==> config.mk <==
export PLATFORM = sky130hd
export DESIGN_NAME = keypad_matrix_emulator
export DESIGN_NICKNAME = d
export VERILOG_FILES = /design/src/rtl/keypad_matrix_emulator.sv
export SDC_FILE = /design/constraint.sdc
export NUM_CORES = 1
export LEC_CHECK = 0
export ABC_CLOCK_PERIOD_IN_PS = 4080
export CORE_UTILIZATION = 52
export CTS_CLUSTER_SIZE = 16
export DETAILED_ROUTE_END_ITERATION = 16
export DONT_BUFFER_PORTS = 1
export PLACE_DENSITY_LB_ADDON = 0.05
export RECOVER_POWER = 25
export SYNTH_ARGS = -nofsm -noshare
export SYNTH_HDL_FRONTEND = slang
export SYNTH_SLANG_ARGS = --single-unit
export TNS_END_PERCENT = 5
==> constraint.sdc <==
create_clock -name clk -period 4.08 [get_ports clk]
set_input_delay 0 -clock clk [delete_from_list [all_inputs] [get_ports clk]]
set_output_delay 0 -clock clk [all_outputs]
set_load 0.02 [all_outputs]
==> src/rtl/keypad_matrix_emulator.sv <==
// 4x4 keypad responder: returns the col_line bit of the "pressed" key for the scanned row.
// Press commands are queued in a small FIFO and played back with contact bounce, hold and gap timing.
module keypad_matrix_emulator #(
    parameter int FIFO_DEPTH    = 4,
    parameter int BOUNCE_CYCLES = 8,
    parameter int GAP_CYCLES    = 16,
    parameter int HOLD_W        = 16
) (
    input  logic              clk,
    input  logic              rst_n,
    input  logic [3:0]        row_line,
    output logic [3:0]        col_line,
    input  logic              cmd_valid,
    output logic              cmd_ready,
    input  logic [3:0]        cmd_key,
    input  logic [HOLD_W-1:0] cmd_hold,
    output logic              contact,
    output logic              busy,
    output logic              done,
    output logic              fifo_full,
    output logic [2:0]        fsm_state
);

    localparam int PTR_W   = (FIFO_DEPTH > 1) ? $clog2(FIFO_DEPTH) : 1;
    localparam int CNT_W   = $clog2(FIFO_DEPTH + 1);
    localparam int BNC_W   = (BOUNCE_CYCLES > 0) ? $clog2(BOUNCE_CYCLES + 1) : 1;
    localparam int GAP_W   = $clog2(GAP_CYCLES + 1);
    localparam int ENTRY_W = 4 + HOLD_W;
    localparam logic [BNC_W-1:0] BNC_LAST = BNC_W'((BOUNCE_CYCLES > 0) ? BOUNCE_CYCLES - 1 : 0);
    localparam logic [GAP_W-1:0] GAP_LAST = GAP_W'(GAP_CYCLES - 1);

    typedef enum logic [2:0] {
        IDLE       = 3'd0,
        BOUNCE_IN  = 3'd1,
        HOLD       = 3'd2,
        BOUNCE_OUT = 3'd3,
        GAP        = 3'd4
    } state_t;

    // Handshake: a command transfers on any clk edge where cmd_valid && cmd_ready;
    // cmd_ready is just !fifo_full and ignores a pop in the same cycle.
    logic [ENTRY_W-1:0] mem [FIFO_DEPTH];
    logic [PTR_W-1:0]   wr_ptr, rd_ptr;
    logic [CNT_W-1:0]   count;
    logic               push, pop, fifo_empty;
    logic [3:0]         head_key;
    logic [HOLD_W-1:0]  head_hold;

    state_t             state, state_next;
    logic [BNC_W-1:0]   bnc_cnt, bnc_next;
    logic [GAP_W-1:0]   gap_cnt, gap_next;
    logic [HOLD_W-1:0]  hold_cnt, hold_next;
    logic [3:0]         key_q, key_next;
    logic               contact_next, done_next;

    assign fifo_full  = (count == CNT_W'(FIFO_DEPTH));
    assign fifo_empty = (count == '0);
    assign cmd_ready  = !fifo_full;
    assign push       = cmd_valid && cmd_ready;
    assign pop        = (state == IDLE) && !fifo_empty;
    assign head_key   = mem[rd_ptr][ENTRY_W-1 -: 4];
    assign head_hold  = mem[rd_ptr][HOLD_W-1:0];

    always_ff @(posedge clk) begin
        if (push) begin
            mem[wr_ptr] <= {cmd_key, cmd_hold};
        end
    end

    always_ff @(posedge clk or negedge rst_n) begin
        if (!rst_n) begin
            wr_ptr <= '0;
            rd_ptr <= '0;
            count  <= '0;
        end else begin
            if (push) wr_ptr <= wr_ptr + 1'b1;
            if (pop)  rd_ptr <= rd_ptr + 1'b1;
            case ({push, pop})
                2'b10:   count <= count + 1'b1;
                2'b01:   count <= count - 1'b1;
                default: count <= count;
            endcase
        end
    end

    always_ff @(posedge clk or negedge rst_n) begin
        if (!rst_n) begin
            state    <= IDLE;
            bnc_cnt  <= '0;
            gap_cnt  <= '0;
            hold_cnt <= '0;
            key_q    <= '0;
            contact  <= 1'b0;
            done     <= 1'b0;
        end else begin
            state    <= state_next;
            bnc_cnt  <= bnc_next;
            gap_cnt  <= gap_next;
            hold_cnt <= hold_next;
            key_q    <= key_next;
            contact  <= contact_next;
            done     <= done_next;
        end
    end

    // hold_cnt holds the remaining HOLD cycles minus one, so hold=0 behaves as 1.
    always_comb begin
        state_next = state;
        bnc_next   = bnc_cnt;
        gap_next   = gap_cnt;
        hold_next  = hold_cnt;
        key_next   = key_q;
        case (state)
            IDLE: begin
                if (!fifo_empty) begin
                    key_next   = head_key;
                    hold_next  = (head_hold == '0) ? '0 : head_hold - 1'b1;
                    bnc_next   = '0;
                    gap_next   = '0;
                    state_next = (BOUNCE_CYCLES > 0) ? BOUNCE_IN : HOLD;
                end
            end
            BOUNCE_IN: begin
                if (bnc_cnt == BNC_LAST) begin
                    bnc_next   = '0;
                    state_next = HOLD;
                end else begin
                    bnc_next = bnc_cnt + 1'b1;
                end
            end
            HOLD: begin
                if (hold_cnt == '0) begin
                    state_next = (BOUNCE_CYCLES > 0) ? BOUNCE_OUT : GAP;
                end else begin
                    hold_next = hold_cnt - 1'b1;
                end
            end
            BOUNCE_OUT: begin
                if (bnc_cnt == BNC_LAST) begin
                    bnc_next   = '0;
                    state_next = GAP;
                end else begin
                    bnc_next = bnc_cnt + 1'b1;
                end
            end
            GAP: begin
                if (gap_cnt == GAP_LAST) begin
                    gap_next   = '0;
                    state_next = IDLE;
                end else begin
                    gap_next = gap_cnt + 1'b1;
                end
            end
            default: state_next = IDLE;
        endcase
    end

    // Contact is registered, so it is derived from where the FSM will be next cycle.
    always_comb begin
        contact_next = 1'b0;
        done_next    = (state == GAP) && (state_next == IDLE);
        case (state_next)
            BOUNCE_IN:  contact_next = ~bnc_next[0];
            HOLD:       contact_next = 1'b1;
            BOUNCE_OUT: contact_next = bnc_next[0];
            default:    contact_next = 1'b0;
        endcase
    end

    always_comb begin
        col_line = 4'b0000;
        if (contact && row_line[key_q[1:0]]) begin
            col_line[key_q[3:2]] = 1'b1;
        end
    end

    assign busy      = (state != IDLE);
    assign fsm_state = state;

endmodule

After elaboration in Yosys (flattened, before gate mapping)
Memory sizes are Yosys's and may differ from the RTL's.
Index checks and enable logic that the tools add are counted.
{"block": "classes", "n_eq_ne": 14, "n_mux": 25, "magnitude_cmp": 3, "n_bitwise": 2, "n_addsub": 8, "n_reduce_logical": 22}
{"operator": "2-to-1 mux 16 bit", "n": 3}
{"operator": "logical NOT 16 bit", "n": 2}
{"operator": "case mux 16 bit (2 select lines)", "n": 1}
{"operator": "subtractor 16 x 1 -> 16 bit, second input constant", "n": 2}
{"operator": "2-to-1 mux 3 bit", "n": 5}
{"operator": "case mux 3 bit (5 select lines)", "n": 1}
{"operator": "equality test 3 x 2 -> 1 bit, second input constant", "n": 4}
{"operator": "2-to-1 mux 4 bit", "n": 3}
{"operator": "2-to-1 mux 5 bit", "n": 2}
{"operator": "case mux 5 bit (2 select lines)", "n": 1}
{"operator": "logical NOT 3 bit", "n": 3}
{"operator": "case mux 4 bit (2 select lines)", "n": 1}
{"operator": "nonzero test 2 bit", "n": 4}
{"operator": "equality test 3 x 1 -> 1 bit, second input constant", "n": 2}
{"operator": "equality test 3 bit, second input constant", "n": 2}
{"operator": "< comparator 2 x 3 -> 1 bit, second input constant", "n": 2}
{"operator": "case mux 3 bit (2 select lines)", "n": 1}
{"operator": "AND reduction 2 bit", "n": 3}
{"operator": "adder 5 x 1 -> 5 bit, second input constant", "n": 1}
{"operator": "equality test 5 x 4 -> 1 bit, second input constant", "n": 1}
{"operator": "logical AND 1 bit", "n": 5}
{"operator": "adder 2 x 1 -> 2 bit, second input constant", "n": 2}
{"operator": "adder 4 x 1 -> 4 bit, second input constant", "n": 1}
{"operator": "equality test 4 x 3 -> 1 bit, second input constant", "n": 1}
{"operator": "other kinds (15)", "n": 21}
{"block": "word_totals", "ff_bits": 41, "elab_cells": 86, "ram_bits": 80, "output_inout_bits": 12, "in_bits": 27, "memories": 1}
{"name": "mem", "words": 4, "word_bits": 20, "rd": 1, "rd_clocked_by_memory_dff": 0, "wr": 1, "line": "42", "source": "logic [ENTRY_W-1:0] mem [FIFO_DEPTH];"}

Depth between registers and ports, before layout
{"block": "logic_depth", "depth_word": 5, "mapped_depth": 11, "depth_no_buf": 10}

Worst setup path before layout
Ideal clock, no wire load.
{"block": "synth_path", "path_type": "reg-to-reg", "start": "register rd_ptr[1]", "end": "register hold_cnt[12]", "setup_ps": 125, "period_less_slack_ps": 3232, "arrival_ps": 3107, "path_buffers": 2, "path_stages_with_launch": 12, "required_time_ps": 3955, "slack_ps": 848, "path_cell_list": "dfrtp_1 -> buf_1 -> buf_1 -> mux4_2 -> inv_1 -> ha_1 -> nor2b_1 -> a2bb2oi_1 -> or4_4 -> or3_1 -> xor2_1 -> o21ai_2"}
{"block": "synth_between", "elab_chain_len": 5, "word_cells_on_any_way": 6, "classes_between": "add/sub (1); mux (3); reduce/logical (1); memory (1)"}
{"element": "start: declaration", "line": "43", "source": "logic [PTR_W-1:0] wr_ptr, rd_ptr;"}
{"element": "start signal: assignment", "line": "77", "source": "if (pop) rd_ptr <= rd_ptr + 1'b1;"}
{"element": "memory (4 x 20 bit) *"}
{"element": "subtractor 16 x 1 -> 16 bit or logical NOT 16 bit (tied branches)", "line": "117", "source": "hold_next = (head_hold == '0) ? '0 : head_hold - 1'b1;"}
{"element": "2-to-1 mux 16 bit *", "line": "117"}
{"element": "2-to-1 mux 16 bit *", "line": "115", "source": "if (!fifo_empty) begin"}
{"element": "case mux 16 bit (2 select lines) *", "line": "113", "source": "case (state)"}
{"element": "end signal: assignment", "line": "99", "source": "hold_cnt <= hold_next;"}
{"element": "end: declaration", "line": "52", "source": "logic [HOLD_W-1:0] hold_cnt, hold_next;"}
Mark *: on every way between the ends. The rest lies on a longest branch, timed or not. The select of a mux whose other input is x is not followed.
A chain may end at the register's enable or synchronous reset.

Worst setup path in the final report
{"block": "layout_path", "start": "register rd_ptr[0]", "end": "register hold_cnt[12]"}
The elaborated chain is that of the path after synthesis.

==> summary.md <==
| Metric | Value |
|---|---|
| Outcome | `finished, violations left` |
| Failing checks | `max-capacitance violations, max-slew violations` |
| Yosys warnings | `0` |
| Design area | `0.00637 mm²` |
| Ports | `39` |
| Row count | `36` |
| Critical path required time | `4480 ps` |
| Period utilization | `82.2%` |
| Max Cap Viol | `1` |
| Clk_lat worst skew | `520 ps` |
| Setup Viol. Count Final | `0` |
| Synthesized cell area | `0.00545 mm²` |
| Pwr dens | `523 mW/mm²` |
| Hold crit path type | `in2reg` |
| Ant. Diodes | `0` |
| Area Overhead vs Synth | `16.9%` |
| GRT Overall Usage | `21.2%` |
| Setup TNS | `0 ps` |
| First-pass GRT wire length | `17.1 mm` |
| CP max-delay cell | `dfrtp_1` |
| Asr flop ratio synth | `33.9%` |
| Primary FF master, synth | `edfxtp_1` |
| Largest area contributor in the netlist | `edfxtp_1` |
| Number of global-route vias before repair | `3324` |
| WS Path Type | `reg2reg` |
| Total power | `0.00333 W` |
| Register area share after synthesis | `62.9%` |
| Ranking of synthesized cells by area | `edfxtp_1 (44%), dfrtp_1 (19%), mux4_2 (5.8%), mux4_1 (3.4%), nand2_1 (2.7%)` |
| Critical-path cell list | `mux4_1 -> inv_1 -> ha_1 -> nor2b_1 -> a2bb2oi_1 -> or4_4 -> or3_1 -> xor2_1 -> o21ai_2` |
| Relative slew margins | `-50.7%` |
| Core area | `0.00995 mm²` |
| CP Launch Type | `flop` |
| Detail-routed via count per cell | `5.82` |
| Setup Skew | `11.9 ps` |
| Port-buffer cells | `0` |
| Clock slew at reported path FFs | `60 ps` |
| Initial antenna violation count | `0` |
| Residual DRC | `0` |
| Router iterations before antenna repair | `5` |
| DP Wirelength | `6.87 mm` |
| Clk buf depth | `2` |
| Final GP Congestion | `0.799` |
| Achievable Freq | `298 MHz` |
| Final hold violations | `0` |
| Max Slew Vio Count | `42` |
| # Post-CTS Setup Buffers | `0` |
| Layout cells sized above 1 | `12.2%` |
| Total gr overflow | `0` |
| P_leak | `2.33 nW` |
| CTS tree | `built` |
| Arrival @ worst endpoint | `3750 ps` |
| Die Area | `0.0109 mm²` |
| RSZ-0062 raised after global routing | `false` |
| Most instantiated library cell after synthesis | `edfxtp_1` |
| Post-synth top cells | `edfxtp_1 (80), dfrtp_1 (41), nand2_1 (39)` |
| CTS buffer count | `17` |
| #FFs+latches synth | `121` |
| Crit-path max FO | `13` |
| Clk root buf | `clkbuf_8` |
| CP top delay family | `simple AND/OR/NAND/NOR gates` |
| Critical Path Max Stage Delay | `770 ps` |
| Total Nets Final | `466` |
| Iter 0 DRT Violations | `229` |
| Initial Utilization | `54.7%` |
| Die width | `104 µm` |
| Number of synthesized flops with an enable pin | `80` |
| Placed instance area | `0.00558 mm²` |
| Clock sink total | `121` |
| Cells after synthesis | `392` |
| Syn Area/Cell | `13.9 µm²` |
| Drt wl/cell | `18.5 µm` |
| Critical path capture point type | `flop` |
| Final Util | `64.0%` |
| Yosys top cell area share | `44.1%` |
| Largest net degree at the start of global routing | `42` |
| Reg2reg setup slack | `720 ps` |
| Critical path buffers and inverters | `1` |
| Die Y-Extent | `104 µm` |
| Synthesized Nets | `429` |
| Min cycle time layout | `3360 ps` |
| Via count | `3348` |
| WHS | `185 ps` |
| Drt total wl | `10.6 mm` |
| CTS H-tree lvls | `4` |
| Slew @ Worst Pin | `2260 ps` |
| VDD IR-drop max | `0.423 mV` |
| Synth unique cells | `54` |
| Final ANT Viol Nets | `0` |
[placed cells by master, fill, tap and decap left out, types with 9 or more instances in the layout]
cell type / count
nor2_1: 26
inv_1: 16
clkbuf_16: 16
ha_1: 9
mux4_2: 14
xnor2_1: 13
o21ai_0: 25
dfrtp_1: 41
nor3_1: 11
dlygate4sd3_1: 22
edfxtp_1: 80
nand2_1: 39
[final timing paths]
path                                   startpoint                       end  cells after the start
max                         rd_ptr[0]$_DFFE_PN0P_  hold_cnt[12]$_DFFE_PN0P_                      9
min                                  cmd_hold[14]      mem[0][14]$_DFFE_PP_                      1
max reg2reg                 rd_ptr[0]$_DFFE_PN0P_  hold_cnt[12]$_DFFE_PN0P_                      9
min reg2reg                gap_cnt[4]$_DFFE_PN0P_            done$_DFF_PN0_                      1
max in group asynchronous                   rst_n   hold_cnt[6]$_DFFE_PN0P_                      3
min in group asynchronous                   rst_n    gap_cnt[1]$_DFFE_PN0P_                      3
[cells by family after synthesis]
group	Yosys count	synth area share (%)
adder cells (fa/ha/maj)	10	2.43
AO/OA/AOI/OAI	67	8.11
multiplexers	24	9.74
AND/OR/NAND/NOR	122	11.1
flip-flops	121	62.9
XOR/XNOR	21	3.38
buffers and inverters	27	2.34
[state kept, by name, summed over array words and instances (netlist names)]
register   cells
bnc_cnt        4
contact        1
count          3
done           1
fsm_state      3
gap_cnt        5
hold_cnt      16
key_q          4
mem           80
rd_ptr         2
wr_ptr         2
[layer usage]
layer	track usage (%)	share of wire, %	routed length, µm	vias to the layer above
met3	7.02	4.6	491	6
met4	7.14	0.75	80	0
met1	27.7	45	4800	1672
li1	-	-	-	1578
met5	0	0	0	-
met2	33.6	49	5260	92
[area by class of cell]
| cell class | count | area [µm²] |
|---|---|---|
| fill | 731 | 3590 |
| sequential | 121 | 3430 |
| multi-input combinational | 244 | 1890 |
| clock buffer | 19 | 422 |
| timing repair buffer | 29 | 272 |
| tap | 133 | 166 |
| clock inverter | 13 | 129 |
| inverter | 16 | 60.1 |
[per-stage QoR]
| step | setup slack (ps) | instances |
|---|---|---|
| 6_report | 724 | 575 |
| 5_1_grt | 544 | 575 |
| 4_1_cts | 716 | 575 |
| 3_5_place_dp | 725 | 519 |
| 3_3_place_gp | 755 | 519 |
| 2_1_floorplan | 848 | 392 |
[what timing repair did]
item | in CTS | in global routing
gates resized for setup | 0 | 0
hold buffers | 24 | 0
hold endpoints to repair | 123 | 0
endpoints found under the setup margin | 0 | 0
[report_power, final]
group          switching (W)  total [W]  internal [W]
Clock               0.000512    0.00137      0.000860
Sequential         0.0000519    0.00157       0.00152
Combinational       0.000249   0.000388      0.000139
Note: power is estimated with default switching activity, not from simulation.
